File: src/rtl/neuron_layer_seq.sv
// neuron_layer_seq: sequences NUM_NEURONS evaluations through one shared
// four-input neuron unit and streams the results out with a valid/ready
// handshake.
// Optional feature: define NEURON_RELU_EN to clamp captured results at zero.
module neuron_layer_seq #(
    parameter int IN_W        = 5,
    parameter int OUT_W       = 12,
    parameter int NUM_NEURONS = 8
) (
    input  logic                                 clk,
    input  logic                                 rst_n,
    input  logic                                 start,
    input  logic [4*IN_W-1:0]                    act_in,
    input  logic                                 abort,
    output logic [$clog2(NUM_NEURONS)-1:0]       w_addr,
    input  logic [19:0]                          w_data,
    output logic                                 n_input_ready,
    output logic [IN_W-1:0]                      n_in0,
    output logic [IN_W-1:0]                      n_in1,
    output logic [IN_W-1:0]                      n_in2,
    output logic [IN_W-1:0]                      n_in3,
    output logic [4:0]                           n_w0,
    output logic [4:0]                           n_w1,
    output logic [4:0]                           n_w2,
    output logic [4:0]                           n_w3,
    input  logic                                 n_result_ready,
    input  logic [OUT_W-1:0]                     n_result,
    output logic                                 out_valid,
    input  logic                                 out_ready,
    output logic [OUT_W-1:0]                     out_data,
    output logic [$clog2(NUM_NEURONS)-1:0]       out_idx,
    output logic                                 out_last,
    output logic                                 busy,
    output logic                                 done,
    output logic                                 err
);

    localparam int unsigned IDX_W = $clog2(NUM_NEURONS);
    localparam int unsigned ACT_W = 4 * IN_W;
    localparam logic [IDX_W-1:0] LAST_IDX = IDX_W'(NUM_NEURONS - 1);

    typedef enum logic [1:0] {
        S_IDLE  = 2'd0,
        S_ISSUE = 2'd1,
        S_WAIT  = 2'd2,
        S_OUT   = 2'd3
    } state_e;

    state_e             state_q, state_d;
    logic [IDX_W-1:0]   idx_q, idx_d;
    logic [OUT_W-1:0]   res_q, res_d;
    logic [ACT_W-1:0]   act_q, act_d;
    logic [ACT_W-1:0]   n_in_q, n_in_d;
    logic               err_q, err_d;
    logic               done_q, done_d;
    logic               busy_q, busy_d;
    logic               valid_q, valid_d;
    logic               last_q, last_d;
    logic               nir_q, nir_d;
    logic [OUT_W-1:0]   captured;

    // Value stored from the neuron unit (optionally clamped at zero)
    always_comb begin
`ifdef NEURON_RELU_EN
        captured = n_result[OUT_W-1] ? '0 : n_result;
`else
        captured = n_result;
`endif
    end

    // Next-state and next-output logic; abort dominates every transition
    always_comb begin
        state_d = state_q;
        idx_d   = idx_q;
        res_d   = res_q;
        act_d   = act_q;
        err_d   = err_q;
        done_d  = 1'b0;
        if (abort) begin
            state_d = S_IDLE;
        end else begin
            case (state_q)
                S_IDLE: begin
                    if (start) begin
                        act_d   = act_in;
                        idx_d   = '0;
                        err_d   = 1'b0;
                        state_d = S_ISSUE;
                    end
                end
                S_ISSUE: state_d = S_WAIT;
                S_WAIT: begin
                    if (n_result_ready) begin
                        res_d = captured;
                    end else begin
                        res_d = '0;
                        err_d = 1'b1;
                    end
                    state_d = S_OUT;
                end
                S_OUT: begin
                    if (out_ready) begin
                        if (idx_q == LAST_IDX) begin
                            done_d  = 1'b1;
                            state_d = S_IDLE;
                        end else begin
                            idx_d   = idx_q + IDX_W'(1);
                            state_d = S_ISSUE;
                        end
                    end
                end
                default: state_d = S_IDLE;
            endcase
        end
        busy_d  = (state_d != S_IDLE);
        valid_d = (state_d == S_OUT);
        last_d  = (state_d == S_OUT) && (idx_d == LAST_IDX);
        nir_d   = (state_d == S_ISSUE);
        n_in_d  = nir_d ? act_d : '0;
    end

    // State and registered outputs
    always_ff @(posedge clk or negedge rst_n) begin
        if (!rst_n) begin
            state_q <= S_IDLE;
            idx_q   <= '0;
            res_q   <= '0;
            act_q   <= '0;
            n_in_q  <= '0;
            err_q   <= 1'b0;
            done_q  <= 1'b0;
            busy_q  <= 1'b0;
            valid_q <= 1'b0;
            last_q  <= 1'b0;
            nir_q   <= 1'b0;
        end else begin
            state_q <= state_d;
            idx_q   <= idx_d;
            res_q   <= res_d;
            act_q   <= act_d;
            n_in_q  <= n_in_d;
            err_q   <= err_d;
            done_q  <= done_d;
            busy_q  <= busy_d;
            valid_q <= valid_d;
            last_q  <= last_d;
            nir_q   <= nir_d;
        end
    end

    // Weights arrive combinationally for the row addressed during ISSUE
    assign n_w0 = nir_q ? w_data[4:0]   : 5'd0;
    assign n_w1 = nir_q ? w_data[9:5]   : 5'd0;
    assign n_w2 = nir_q ? w_data[14:10] : 5'd0;
    assign n_w3 = nir_q ? w_data[19:15] : 5'd0;

    assign n_in0 = n_in_q[0*IN_W +: IN_W];
    assign n_in1 = n_in_q[1*IN_W +: IN_W];
    assign n_in2 = n_in_q[2*IN_W +: IN_W];
    assign n_in3 = n_in_q[3*IN_W +: IN_W];

    assign n_input_ready = nir_q;
    assign w_addr        = idx_q;
    assign out_idx       = idx_q;
    assign out_data      = res_q;
    assign out_valid     = valid_q;
    assign out_last      = last_q;
    assign busy          = busy_q;
    assign done          = done_q;
    assign err           = err_q;

endmodule

File: config.mk
export PLATFORM = sky130hd
export DESIGN_NAME = neuron_layer_seq
export DESIGN_NICKNAME = d
export VERILOG_FILES = /design/src/rtl/neuron_layer_seq.sv
export SDC_FILE = /design/constraint.sdc
export NUM_CORES = 1
export LEC_CHECK = 0
export ABC_AREA = 1
export BUFFER_PORTS_ARGS = -buffer_cell sky130_fd_sc_hd__buf_2
export CAP_MARGIN = 10
export CORE_MARGIN = 2
export CORE_UTILIZATION = 25
export CTS_BUF_LIST = sky130_fd_sc_hd__clkbuf_8
export DETAILED_ROUTE_END_ITERATION = 8
export GPL_ROUTABILITY_DRIVEN = 1
export SLEW_MARGIN = 20
export SYNTH_ARGS = -nofsm -noshare
export SYNTH_HDL_FRONTEND = slang
export SYNTH_SLANG_ARGS = --single-unit
File: constraint.sdc
create_clock -name clk -period 1.9 [get_ports clk]
set_clock_uncertainty 0.1 [all_clocks]
set_input_delay 0.095 -clock clk [delete_from_list [all_inputs] [get_ports clk]]
set_output_delay 0.095 -clock clk [all_outputs]
set_load 0.05 [all_outputs]
## After elaboration in Yosys (flattened, before gate mapping)

Index checks and enable logic that the tools add are counted.

| cells by class | value |
|---|---|
| $add $sub $neg | 1 |
| eq/ne operators | 9 |
| muxes and demuxes | 26 |
| bitwise gates (word level) | 1 |
| reduce and logical (&&, ||, !) cells | 6 |

Operators with widths:

| kind | count |
|---|---|
| two-way mux 20 bit | 4 |
| two-way mux 5 bit | 4 |
| two-way mux 12 bit | 1 |
| two-way mux 3 bit | 4 |
| one-hot mux 2 bit (4 select lines) | 1 |
| two-way mux 1 bit | 7 |
| == test 2 bit (second input constant) | 3 |
| == test 3 bit (second input constant) | 2 |
| two-way mux 2 bit | 3 |
| one-hot mux 3 bit (2 select lines) | 1 |
| == test 2 x 1 -> 1 bit (second input constant) | 2 |
| != test 2 bit (second input constant) | 2 |
| AND reduction 4 bit | 1 |
| nonzero test 2 bit | 2 |
| adder 3 x 1 -> 3 bit (second input constant) | 1 |
| logical NOT 2 bit | 1 |
| one-hot mux 1 bit (2 select lines) | 1 |
| AND reduction 2 bit | 1 |
| logical AND 1 bit | 1 |
| NOT 1 bit | 1 |

| word-level totals | value |
|---|---|
| register bits after elaboration | 63 |
| input bits | 58 |
| output and inout bits | 64 |
| logic and storage cells | 54 |

## Logic depth before layout (Yosys ltp)

Gate-level depths: netlist (run 1).

| logic depth | value |
|---|---|
| depth in word-level cells | 7 |
| mapped depth | 8 |
| mapped depth without buffers | 8 |

## Worst setup path after synthesis (run 1)

OpenSTA, ideal clock, no wires.

| timing | value |
|---|---|
| kind | reg-to-reg |
| from | register idx_q[0], in the netlist out_idx[0] |
| to | register n_in_q[0] |
| library setup time | 0.119 ns |
| arrival time | 1.492 ns |
| required time | 1.681 ns |
| slack | 0.189 ns |
| cell stages (with the launch flop) | 8 |
| buffers on the path | 1 |
| period minus slack after synthesis | 1.711 ns |
| cell sequence | dfrtp_1 > ha_1 > nand3_1 > o211ai_1 > nand2_1 > nand3_2 > buf_6 > nor2_1 |

| between the ends | value |
|---|---|
| word-level cells in the longest chain between the ends | 7 |

Ends and longest elaborated chain:

| what | RTL line | RTL |
|---|---|---|
| from (decl) | 50 | `logic [IDX_W-1:0] idx_q, idx_d;` |
| from (signal assigned) | 138 | `idx_q <= idx_d;` |
| == test 3 bit | 103 | `if (idx_q == LAST_IDX) begin` |
| two-way mux 1 bit | 103 |  |
| two-way mux 2 bit | 102 | `if (out_ready) begin` |
| one-hot mux 2 bit (4 select lines) | 82 | `case (state_q)` |
| two-way mux 2 bit | 79 | `if (abort) begin` |
| == test 2 x 1 -> 1 bit | 118 | `nir_d = (state_d == S_ISSUE);` |
| two-way mux 20 bit | 119 | `n_in_d = nir_d ? act_d : '0;` |
| net n_in_d[0] | 53 | `logic [ACT_W-1:0] n_in_q, n_in_d;` |
| to (signal assigned) | 141 | `n_in_q <= n_in_d;` |
| to (decl) | 53 |  |

The timed path passes the listed nets, and every way through them passes these cells.
A chain may end at the register's enable or synchronous reset.

## Worst setup path after layout (run 1)

| timing | value |
|---|---|
| from | register state_q[0] |
| to | register n_in_q[8] |

| between the ends | value |
|---|---|
| word-level cells in the longest chain between the ends | 5 |
| elaborated cells on any way between the ends | 12 |
| those cells by class | 4 x eq/ne; 7 x mux; 1 x reduce/logical |

Ends and longest elaborated chain:

| what | RTL line | RTL |
|---|---|---|
| from (decl) | 49 | `state_e state_q, state_d;` |
| from (signal assigned) | 137 | `state_q <= state_d;` |
| == test 2 bit (tied with other cells) | 82 |  |
| one-hot mux 2 bit (4 select lines) | 82 |  |
| two-way mux 2 bit | 79 |  |
| == test 2 x 1 -> 1 bit | 118 |  |
| two-way mux 20 bit * | 119 |  |
| net n_in_d[8] | 53 |  |

Mark *: on every way through the listed nets, which the timed path passes. The rest lies on a longest branch.

==> results of run 1 <==
## cell families (layout without fill, tap and decap cells)
kind of cell	after synthesis	count (layout)	synth area share, %
AO/OA/AOI/OAI	38	38	9.85
adder cells (fa/ha/maj)	4	4	1.78
buffers and inverters	89	250	13.9
flip-flops	63	63	56.1
AND/OR/NAND/NOR	124	124	18.3
## state kept, by name (all words and copies together), names as in the netlist
signal and flops:
out_data 12, out_idx 3, out_valid 1, n_input_ready 1, n_in_q 20, busy 1, state_q 2, done 1
out_last 1, err 1, act_q 20
## worst paths after layout
check | cells past startpoint | startpoint | end
setup reg to reg | 8 | state_q[0]$_DFF_PN0_ | n_in_q[8]$_DFF_PN0_
setup / recovery | 8 | state_q[0]$_DFF_PN0_ | n_in_q[8]$_DFF_PN0_
hold reg to reg | 2 | out_data[3]$_DFFE_PN0P_ | out_data[3]$_DFFE_PN0P_
max in group asynchronous | 3 | rst_n | done$_DFF_PN0_
min in group asynchronous | 3 | rst_n | n_in_q[0]$_DFF_PN0_
hold / removal | 3 | abort | out_data[3]$_DFFE_PN0P_
## cell usage after synthesis
cell and number:
sky130_fd_sc_hd__nand2_2 1, sky130_fd_sc_hd__nand3_1 20, sky130_fd_sc_hd__o21ai_2 19, sky130_fd_sc_hd__buf_4 3
sky130_fd_sc_hd__nand3_4 1, sky130_fd_sc_hd__nand2_1 70, sky130_fd_sc_hd__buf_1 1, sky130_fd_sc_hd__o21ai_1 1
sky130_fd_sc_hd__nand3_2 1, sky130_fd_sc_hd__o21ai_0 13, sky130_fd_sc_hd__a21oi_4 1, sky130_fd_sc_hd__buf_6 6
sky130_fd_sc_hd__a31oi_1 1, sky130_fd_sc_hd__o211ai_1 1, sky130_fd_sc_hd__a21oi_1 2, sky130_fd_sc_hd__inv_1 73
sky130_fd_sc_hd__buf_2 1, sky130_fd_sc_hd__inv_2 1, sky130_fd_sc_hd__nor2_1 31, sky130_fd_sc_hd__clkbuf_1 4
sky130_fd_sc_hd__dfrtp_1 63, sky130_fd_sc_hd__ha_1 4
## cell type report
type                            count  area share, %
Sequential cell                    63           38.5
Timing Repair Buffer              160           25.0
Multi-Input combinational cell    166           20.5
Inverter                           74           6.77
Tap cell                          140           4.27
Clock buffer                       10           3.36
Clock inverter                      6           1.71
## report_power, final
part / total, mW / internal [mW] / switching, mW
sequential: 2.06 / 1.84 / 0.214
combinational: 3.03 / 0.762 / 2.27
clock: 1.21 / 0.645 / 0.560
total: 6.29 / 3.25 / 3.04
## timing repair
item | 4_1_cts | 5_1_grt
resized for setup | 0 | 1
hold buffers | 35 | 0
buffers inserted | 0 | 0
setup endpoints to repair | 0 | 2
endpoints found under the hold margin | 116 | 0
## through the flow
stage	setup slack [ns]	cell area [um^2]	hold WS (ns)	cells
after floorplan	0.189	2810	-0.301	318
after global placement	0.250	3540	0.0341	568
after detailed placement	0.204	3540	0.0393	568
after CTS	0.171	4100	0.0996	619
after global routing	0.0571	4100	0.138	619
final	0.199	4100	0.114	619
## critical path, cell delays in order (launching register included)
cell and delay [ns]:
sky130_fd_sc_hd__dfrtp_1 0.40, sky130_fd_sc_hd__inv_1 0.16, sky130_fd_sc_hd__ha_1 0.28, sky130_fd_sc_hd__nand2_2 0.11, sky130_fd_sc_hd__nand3_1 0.10, sky130_fd_sc_hd__nand2_1 0.10
sky130_fd_sc_hd__nand3_2 0.11, sky130_fd_sc_hd__buf_12 0.17, sky130_fd_sc_hd__nor2_1 0.07
## cells in the final DEF, fill, tap and decap left out, types with 10 or more instances in the layout
cell type / netlist / final
sky130_fd_sc_hd__o21ai_0: 13 / 13
sky130_fd_sc_hd__nand3_1: 20 / 20
sky130_fd_sc_hd__o21ai_2: 19 / 19
sky130_fd_sc_hd__nand2_1: 70 / 70
sky130_fd_sc_hd__clkbuf_8: 0 / 10
sky130_fd_sc_hd__nor2_1: 31 / 31
sky130_fd_sc_hd__dlygate4sd3_1: 0 / 35
sky130_fd_sc_hd__inv_1: 73 / 73
sky130_fd_sc_hd__dfrtp_1: 63 / 62
sky130_fd_sc_hd__buf_2: 1 / 121
## layer usage
metal  vias to the layer above  share of wire (%)  GRT usage (%)
met4                         0                2.1           5.61
met1                      1130                 39           12.2
li1                       1257                  -              -
met2                       111                 49           20.5
met3                        16                9.2           4.00
met5                         -                  0              0
==> impl_metrics.json, run 1 <==
{
  "outcome": "complete, no violations",
  "h_tree_lvls": 3,
  "wl_per_cell_um": 11.0,
  "p_r_area_growth_vs_syn_pct": 46.1,
  "clk_root_buffer_cell": "sky130_fd_sc_hd__clkbuf_8",
  "fillers": 1126,
  "grt_use_total_pct": 11.6,
  "drc": 0,
  "syn_nets": 380,
  "floorplan.die.width_um": 110,
  "synth_seq_cells": 63,
  "boundaryPins": 122,
  "grt_max_degree": 64,
  "iteration_count_of_the_initial_detailed_routing_pass": 4,
  "timing.critical_path.required_ns": 2.03,
  "setup_viol": 0,
  "critPathMaxFanout": 21,
  "grt_antenna_before_repair": 0,
  "synth_warnings": 0,
  "timing.critical_path.from_type": "flip-flop",
  "cts.sink_count": 63,
  "synthCells": 318,
  "initial_core_util_pct": 25.8,
  "setup_slack_reg_to_reg_ns": 0.20,
  "timing_worst_setup_path_type": "reg -> reg",
  "drive_above_1_share_pct": 34.7,
  "timing_max_transition_violations_final": 0,
  "drt_first_iter_violations": 58,
  "globalRouteOverflowTotal": 0,
  "seq_area_frac_synth_pct": 56.1,
  "yosys.area.top_type_share_pct": 56.1,
  "die_h_um": 110,
  "fin_nets": 536,
  "ys_types": 22,
  "worst_vdd_rail_ir_drop_mv": 0.700,
  "synth_cell_area_um2": 2810,
  "post_drt_via_cell_ratio": 4.06,
  "worst_relative_slew_slack_pct": 77.4,
  "numCtsBuffers": 9,
  "route.antenna.remaining_nets": 0,
  "syn_area_per_cell_um2": 8.83,
  "overall_via_count_from_detail_route": 2514,
  "synth_area_leader_cell": "sky130_fd_sc_hd__dfrtp_1",
  "arrival_ns": 1.83,
  "final_util_pct": 37.7,
  "clk_pin_slew_ns": 0.08,
  "core_region_area_um2": 10900,
  "period_share_pct": 89.5,
  "hold_violations": 0,
  "synthTopCellsByArea": "sky130_fd_sc_hd__dfrtp_1, sky130_fd_sc_hd__inv_1, sky130_fd_sc_hd__nand2_1",
  "area_of_combinational_cells_with_multiple_inputs_um2": 840,
  "grt_setup_unrepaired": "no",
  "fp.dieArea_um2": 12100,
  "wirelength_um": 6810,
  "tritoncts": "done",
  "power.density_nw_per_um2": 1530,
  "clock_path_buffers": 2,
  "numPortBuffers": 121,
  "gpl_congestion": 0.769,
  "post-layout-total-power_mw": 6.29,
  "hold_class": "in -> reg",
  "static_leakage_nw": 2.47,
  "dp_wirelength_um": 4630,
  "n_antenna_cell": 0,
  "clkLatencyLatePin_ns": 0.35,
  "core.rowCount": 38,
  "setup_tns_ns": 0,
  "max_cap_viol_count": 0,
  "post-route-min-period_ns": 1.70,
  "worst_slew_pin_slew_ns": 0.338,
  "worst_setup_path_end_kind": "flip-flop",
  "via_count_of_the_first_global_routing_pass": 2304,
  "fmaxAchievable_ghz": 0.588,
  "first_pass_grt_wire_length_um": 10400,
  "register_area_um2": 1580
}
No activity file was read; power rests on OpenSTA's default activity.
==> run 2: changes to the inputs <==
--- a/config.mk
+++ b/config.mk
@@ -13,6 +13,8 @@
 export CTS_BUF_LIST = sky130_fd_sc_hd__clkbuf_8
 export DETAILED_ROUTE_END_ITERATION = 8
 export GPL_ROUTABILITY_DRIVEN = 1
+export HOLD_SLACK_MARGIN = 0.12
+export RECOVER_POWER = 100
 export SLEW_MARGIN = 20
 export SYNTH_ARGS = -nofsm -noshare
 export SYNTH_HDL_FRONTEND = slang
==> run 2 against run 1 <==
  * Power fell by 3.0%
  * Combinational power fell by 6.6%
  * Maximum frequency decreased by 2.4%
  * Sequential cell count unchanged
  * Non-clock buffer count increased by 2
  * Sequential power about the same
  * Utilization shrank 1.2 points
  * Largest cell class unchanged
  * Largest power group unchanged
==> impl_metrics.json, run 2 (synthesis gave the netlist of run 1 again) <==
{
  "outcome": "complete, no violations",
  "drt_first_iter_violations": 49,
  "clock_path_buffers": 2,
  "numCtsBuffers": 9,
  "iteration_count_of_the_initial_detailed_routing_pass": 4,
  "boundaryPins": 122,
  "post_drt_via_cell_ratio": 4.06,
  "timing.critical_path.required_ns": 2.02,
  "wirelength_um": 6930,
  "setup_tns_ns": 0,
  "grt_max_degree": 64,
  "critical-path-slowest-cell": "sky130_fd_sc_hd__dfrtp_1",
  "arrival_ns": 1.87,
  "drc": 0,
  "die_h_um": 110,
  "post-route-min-period_ns": 1.74,
  "final_cell_mix": "sky130_fd_sc_hd__inv_1, sky130_fd_sc_hd__nand2_1, sky130_fd_sc_hd__dfrtp_1, sky130_fd_sc_hd__buf_2, sky130_fd_sc_hd__clkbuf_1",
  "tritoncts": "done",
  "drive_above_1_share_pct": 21.6,
  "h_tree_lvls": 3,
  "clkLatencyLatePin_ns": 0.34,
  "timing.critical_path.from_type": "flip-flop",
  "core_region_area_um2": 10900,
  "clk_root_buffer_cell": "sky130_fd_sc_hd__clkbuf_8",
  "hold_violations": 0,
  "layout_commonest_cell": "sky130_fd_sc_hd__inv_1",
  "period_share_pct": 91.8,
  "setup_viol": 0,
  "globalRouteOverflowTotal": 0,
  "worst_relative_slew_slack_pct": 42.4,
  "postCtsSetupRepairBufs": 0,
  "hold_class": "in -> async",
  "fillers": 1163,
  "gpl_congestion": 0.769,
  "static_leakage_nw": 2.26,
  "worst_vdd_rail_ir_drop_mv": 0.665,
  "power.share.sequential_pct": 33.9,
  "critPathMaxFanout": 21,
  "cts.sink_count": 63,
  "wl_per_cell_um": 11.2,
  "power_switching_share_pct": 49.2,
  "floorplan.die.width_um": 110,
  "grt_use_total_pct": 11.7,
  "grt_antenna_before_repair": 0,
  "worst_slew_pin_slew_ns": 0.864,
  "p_r_area_growth_vs_syn_pct": 41.5,
  "place.detailed.instances": 568,
  "instance_area_after_placement_um2": 3540,
  "core.rowCount": 38,
  "clock_power_share_pct": 19.7,
  "worst_setup_path_end_kind": "flip-flop",
  "initial_core_util_pct": 25.8,
  "dp_wirelength_um": 4630,
  "critical_path_cell_by_cell": "inv_1 > ha_1 > nand2_1 > nand3_1 > nand2_1 > nand3_2 > buf_12 > nor2_1",
  "stdcell_count": 621,
  "power.density_nw_per_um2": 1540,
  "numPortBuffers": 121,
  "internal_pwr_total_mw": 3.10,
  "first_pass_grt_wire_length_um": 10500,
  "fmaxAchievable_ghz": 0.574,
  "post-route-cell-area_um2": 3970,
  "overall_via_count_from_detail_route": 2520,
  "critPathMaxStageDelay_ns": 0.40,
  "power_spent_charging_and_discharging_nets_mw": 3.01,
  "pwr-share-comb_pct": 46.4,
  "timing_max_transition_violations_final": 0,
  "final_util_pct": 36.5,
  "timing_worst_setup_path_type": "reg -> reg",
  "post-layout-total-power_mw": 6.10,
  "route.antenna.remaining_nets": 0,
  "n_antenna_cell": 0,
  "grt_setup_unrepaired": "no",
  "fin_nets": 538,
  "max_cap_viol_count": 0,
  "clk_pin_slew_ns": 0.08,
  "via_count_of_the_first_global_routing_pass": 2314,
  "fp.dieArea_um2": 12100,
  "most_frequent_cell_on_critical_path": "sky130_fd_sc_hd__nand2_1"
}
==> run 2: critical path: cells and delay by family, from the launching register on <==
family | cells | cell delay, ns
and+or+nand+nor | 5 | 0.53
DFF | 1 | 0.40
buffers and inverters | 2 | 0.33
adders and majority gates | 1 | 0.27
==> run 2: power groups by stage <==
stage	clock network, mW	logic (mW)	registers [mW]
after global placement	0	2.97	2.08
after detailed placement	0	3.01	2.09
after global routing	1.32	3.10	2.14
after floorplan	0	1.28	3.11
final	1.20	2.83	2.07
after CTS	1.25	3.08	2.07
==> run 2: worst paths after layout <==
check / from / slack [ns] / depth (start not counted) / to
worst max-delay path: state_q[0]$_DFF_PN0_ / 0.16 / 8 / n_in_q[8]$_DFF_PN0_
worst min-delay path: rst_n / 0.38 / 3 / n_in_q[0]$_DFF_PN0_
worst max register to register: state_q[0]$_DFF_PN0_ / 0.16 / 8 / n_in_q[8]$_DFF_PN0_
worst min register to register: out_data[3]$_DFFE_PN0P_ / 0.42 / 2 / out_data[3]$_DFFE_PN0P_
max in group asynchronous: rst_n / 0.69 / 3 / n_input_ready$_DFF_PN0_
min in group clk: n_result[9] / 0.41 / 4 / out_data[9]$_DFFE_PN0P_
==> run 2: through the flow <==
| step | setup slack (ns) | hold slack (ns) |
|---|---|---|
| 6_report | 0.157 | 0.380 |
| 5_1_grt | 0.0433 | 0.399 |
| 2_1_floorplan | 0.189 | -0.301 |
| 3_3_place_gp | 0.250 | 0.0341 |
| 4_1_cts | 0.171 | 0.188 |
| 3_5_place_dp | 0.204 | 0.0393 |
==> run 2: area by class of cell <==
type                    instances  area, um^2  share of cell area [%]
well taps                     140         175                    4.41
clock inverters                 6        70.1                    1.76
flip-flops and latches         63        1580                    39.7
clock buffers                  10         138                    3.46
repair buffers                162         966                    24.3
multi-input cells             166         769                    19.4
inverters                      74         278                    6.99
==> run 2: metal layers <==
layer / GRT usage, % / vias up / routed length (um) / part of all wire, %
met2: 20.9 / 108 / 3450 / 50
met1: 12.3 / 1139 / 2770 / 40
met4: 5.42 / 0 / 131 / 1.9
met5: 0 / - / 0 / 0
li1: - / 1260 / - / -
met3: 3.94 / 13 / 576 / 8.3
==> run 2: repair_timing <==
item                                    4_1_cts  5_1_grt
hold endpoints to repair                    120        0
endpoints found under the setup margin        0        2
gates resized for setup                       0        1
hold buffers                                 37        0
==> run 3: changes to the inputs <==
--- a/config.mk
+++ b/config.mk
@@ -6,8 +6,9 @@
 export NUM_CORES = 1
 export LEC_CHECK = 0
 export ABC_AREA = 1
+export ABC_CLOCK_PERIOD_IN_PS = 1900
 export BUFFER_PORTS_ARGS = -buffer_cell sky130_fd_sc_hd__buf_2
-export CAP_MARGIN = 10
+export CORE_ASPECT_RATIO = 1.2
 export CORE_MARGIN = 2
 export CORE_UTILIZATION = 25
 export CTS_BUF_LIST = sky130_fd_sc_hd__clkbuf_8
==> run 3 against run 2 <==
  * Maximum frequency barely moved
  * Critical path type is now reg -> out
  * Largest power group unchanged
  * Register-to-register slack barely moved
  * Sequential power barely moved
  * Die area about the same
  * Combinational power is 7% higher
  * Wire length grew 4.7%
==> impl_metrics.json, run 3 (synthesis gave the netlist of run 1 again) <==
{
  "dp_wirelength_um": 4780,
  "setup_slack_reg_to_reg_ns": 0.16,
  "critPathMaxStageDelay_ns": 0.71,
  "numCtsBuffers": 9,
  "post-layout-total-power_mw": 6.07,
  "first_pass_grt_wire_length_um": 11200,
  "hold_class": "in -> reg",
  "post_drt_via_cell_ratio": 4.21,
  "wl_per_cell_um": 11.8,
  "worst_vdd_rail_ir_drop_mv": 0.695,
  "die_h_um": 120,
  "fillers": 1115,
  "critPathMaxFanout": 21,
  "post-route-min-period_ns": 1.74,
  "fmaxAchievable_ghz": 0.574,
  "numPortBuffers": 121,
  "power.density_nw_per_um2": 1510,
  "worst_slew_pin_slew_ns": 0.850,
  "core.rowCount": 42,
  "drt_first_iter_violations": 110,
  "arrival_ns": 1.55,
  "clk_root_buffer_cell": "sky130_fd_sc_hd__clkbuf_8",
  "cts.sink_count": 63,
  "post-route-cell-area_um2": 4030,
  "tritoncts": "done",
  "core_region_area_um2": 11000,
  "grt_use_total_pct": 11.9,
  "r2r-end": "n_in_q[7]$_DFF_PN0_",
  "critical_path.startpoint": "n_input_ready$_DFF_PN0_",
  "outcome": "complete, no violations",
  "drc": 0,
  "critical_path_cell_by_cell": "nand2_1 > inv_1 > buf_2",
  "fin_nets": 539,
  "final_cell_mix": "sky130_fd_sc_hd__buf_2, sky130_fd_sc_hd__inv_1, sky130_fd_sc_hd__nand2_1, sky130_fd_sc_hd__dfrtp_1, sky130_fd_sc_hd__clkbuf_1",
  "timing.critical_path.from_type": "flip-flop",
  "worstReg2RegStart": "state_q[0]$_DFF_PN0_",
  "layout_commonest_cell": "sky130_fd_sc_hd__buf_2",
  "boundaryPins": 122,
  "p_r_area_growth_vs_syn_pct": 43.4,
  "grt_antenna_before_repair": 0,
  "timing_worst_setup_path_type": "reg -> out",
  "worst_relative_slew_slack_pct": 43.3,
  "wirelength_um": 7260,
  "period_share_pct": 91.7,
  "globalRouteOverflowTotal": 0,
  "setup_viol": 0,
  "min_delay_path_depth": 3,
  "static_leakage_nw": 2.29,
  "timing_max_transition_violations_final": 0,
  "overall_via_count_from_detail_route": 2582,
  "drive_above_1_share_pct": 26.6,
  "via_count_of_the_first_global_routing_pass": 2435,
  "n_antenna_cell": 0,
  "instance_area_after_placement_um2": 3510,
  "iteration_count_of_the_initial_detailed_routing_pass": 4,
  "clk_pin_slew_ns": 0.07,
  "floorplan.die.width_um": 101,
  "clkLatencyLatePin_ns": 0.33,
  "fp.dieArea_um2": 12100,
  "gpl_congestion": 0.808,
  "critical-path-slowest-cell": "sky130_fd_sc_hd__dfrtp_1",
  "hold_violations": 0,
  "timing.reg2reg.worst_path_depth": 7,
  "clock_path_buffers": 2,
  "initial_core_util_pct": 25.6,
  "route.antenna.remaining_nets": 0,
  "worst_setup_path_end_kind": "output pin",
  "grt_setup_unrepaired": "yes",
  "grt_max_degree": 64,
  "timing.critical_path.required_ns": 1.70,
  "max_cap_viol_count": 0,
  "h_tree_lvls": 3,
  "hold_start": "abort",
  "hold_path_end": "out_data[0]$_DFFE_PN0P_"
}
## run 3: cell types whose count changed in the layout (fill, tap and decap cells not counted), sizes merged
cell	delta
bufinv	-1
clkinv	+1
dlygate4sd3	-1
buf	+22
clkbuf	-22
nand3	+1
clkinvlp	+1
## run 3: layout make-up
class	count	area, um^2	area share, %
inverter	74	282	6.99
sequential	63	1580	39.2
tap	132	165	4.10
clock buffer	9	124	3.08
timing repair buffer	162	962	23.9
multi-input combinational	167	875	21.7
clock inverter	7	41.3	1.03
## run 3: critical path: cells and delay by family, from the launching register on
family,cells,cell delay [ns]
DFF,1,0.71
and+or+nand+nor,1,0.17
buffers and inverters,2,0.35
## run 3: how the worst max path moves through the flow
stage	end	slack, ns	cells past startpoint
final	n_w3[1]	0.16	3
after detailed placement	n_in_q[7]$_DFF_PN0_	-0.1	7
after floorplan	n_in_q[0]$_DFF_PN0_	0.19	7
after global routing	n_in_q[7]$_DFF_PN0_	0.004	7
after global placement	n_in_q[19]$_DFF_PN0_	0.03	7
after CTS	n_in_q[7]$_DFF_PN0_	0.1	7
## run 3: metal layers
metal	track usage [%]	part of all wire (%)	up-vias
met4	4.11	1.4	0
met2	20.8	49	119
met5	0	0	-
met1	13.8	43	1189
li1	-	-	1263
met3	3.38	7.0	11
## run 3: what timing repair did
action / CTS / global route
pin swaps: 0 / 1
setup endpoints to repair: 20 / 27
setup buffers: 0 / 2
hold buffers: 36 / 0
resized for setup: 1 / 6
gates cloned: 0 / 1
endpoints found under the hold margin: 120 / 0
## run 3: power by group
group / internal (mW) / leakage (nW) / switching, mW / total, mW
registers: 1.84 / 0.789 / 0.228 / 2.07
clock network: 0.460 / 0.0822 / 0.513 / 0.973
logic: 0.683 / 1.42 / 2.34 / 3.02
total: 2.99 / 2.29 / 3.08 / 6.07
## run 3: stage by stage
step                      hold slack, ns  setup TNS (ns)  setup WS [ns]  util, %  std cells
final                              0.154               0          0.157     36.6        614
after global routing               0.158               0        0.00436     36.6        614
after CTS                          0.133               0         0.0988     36.8        611
after detailed placement          0.0372          -0.973        -0.0955     32.0        559
after global placement            0.0338               0         0.0251     32.0        559
after floorplan                   -0.301               0          0.189        -        318
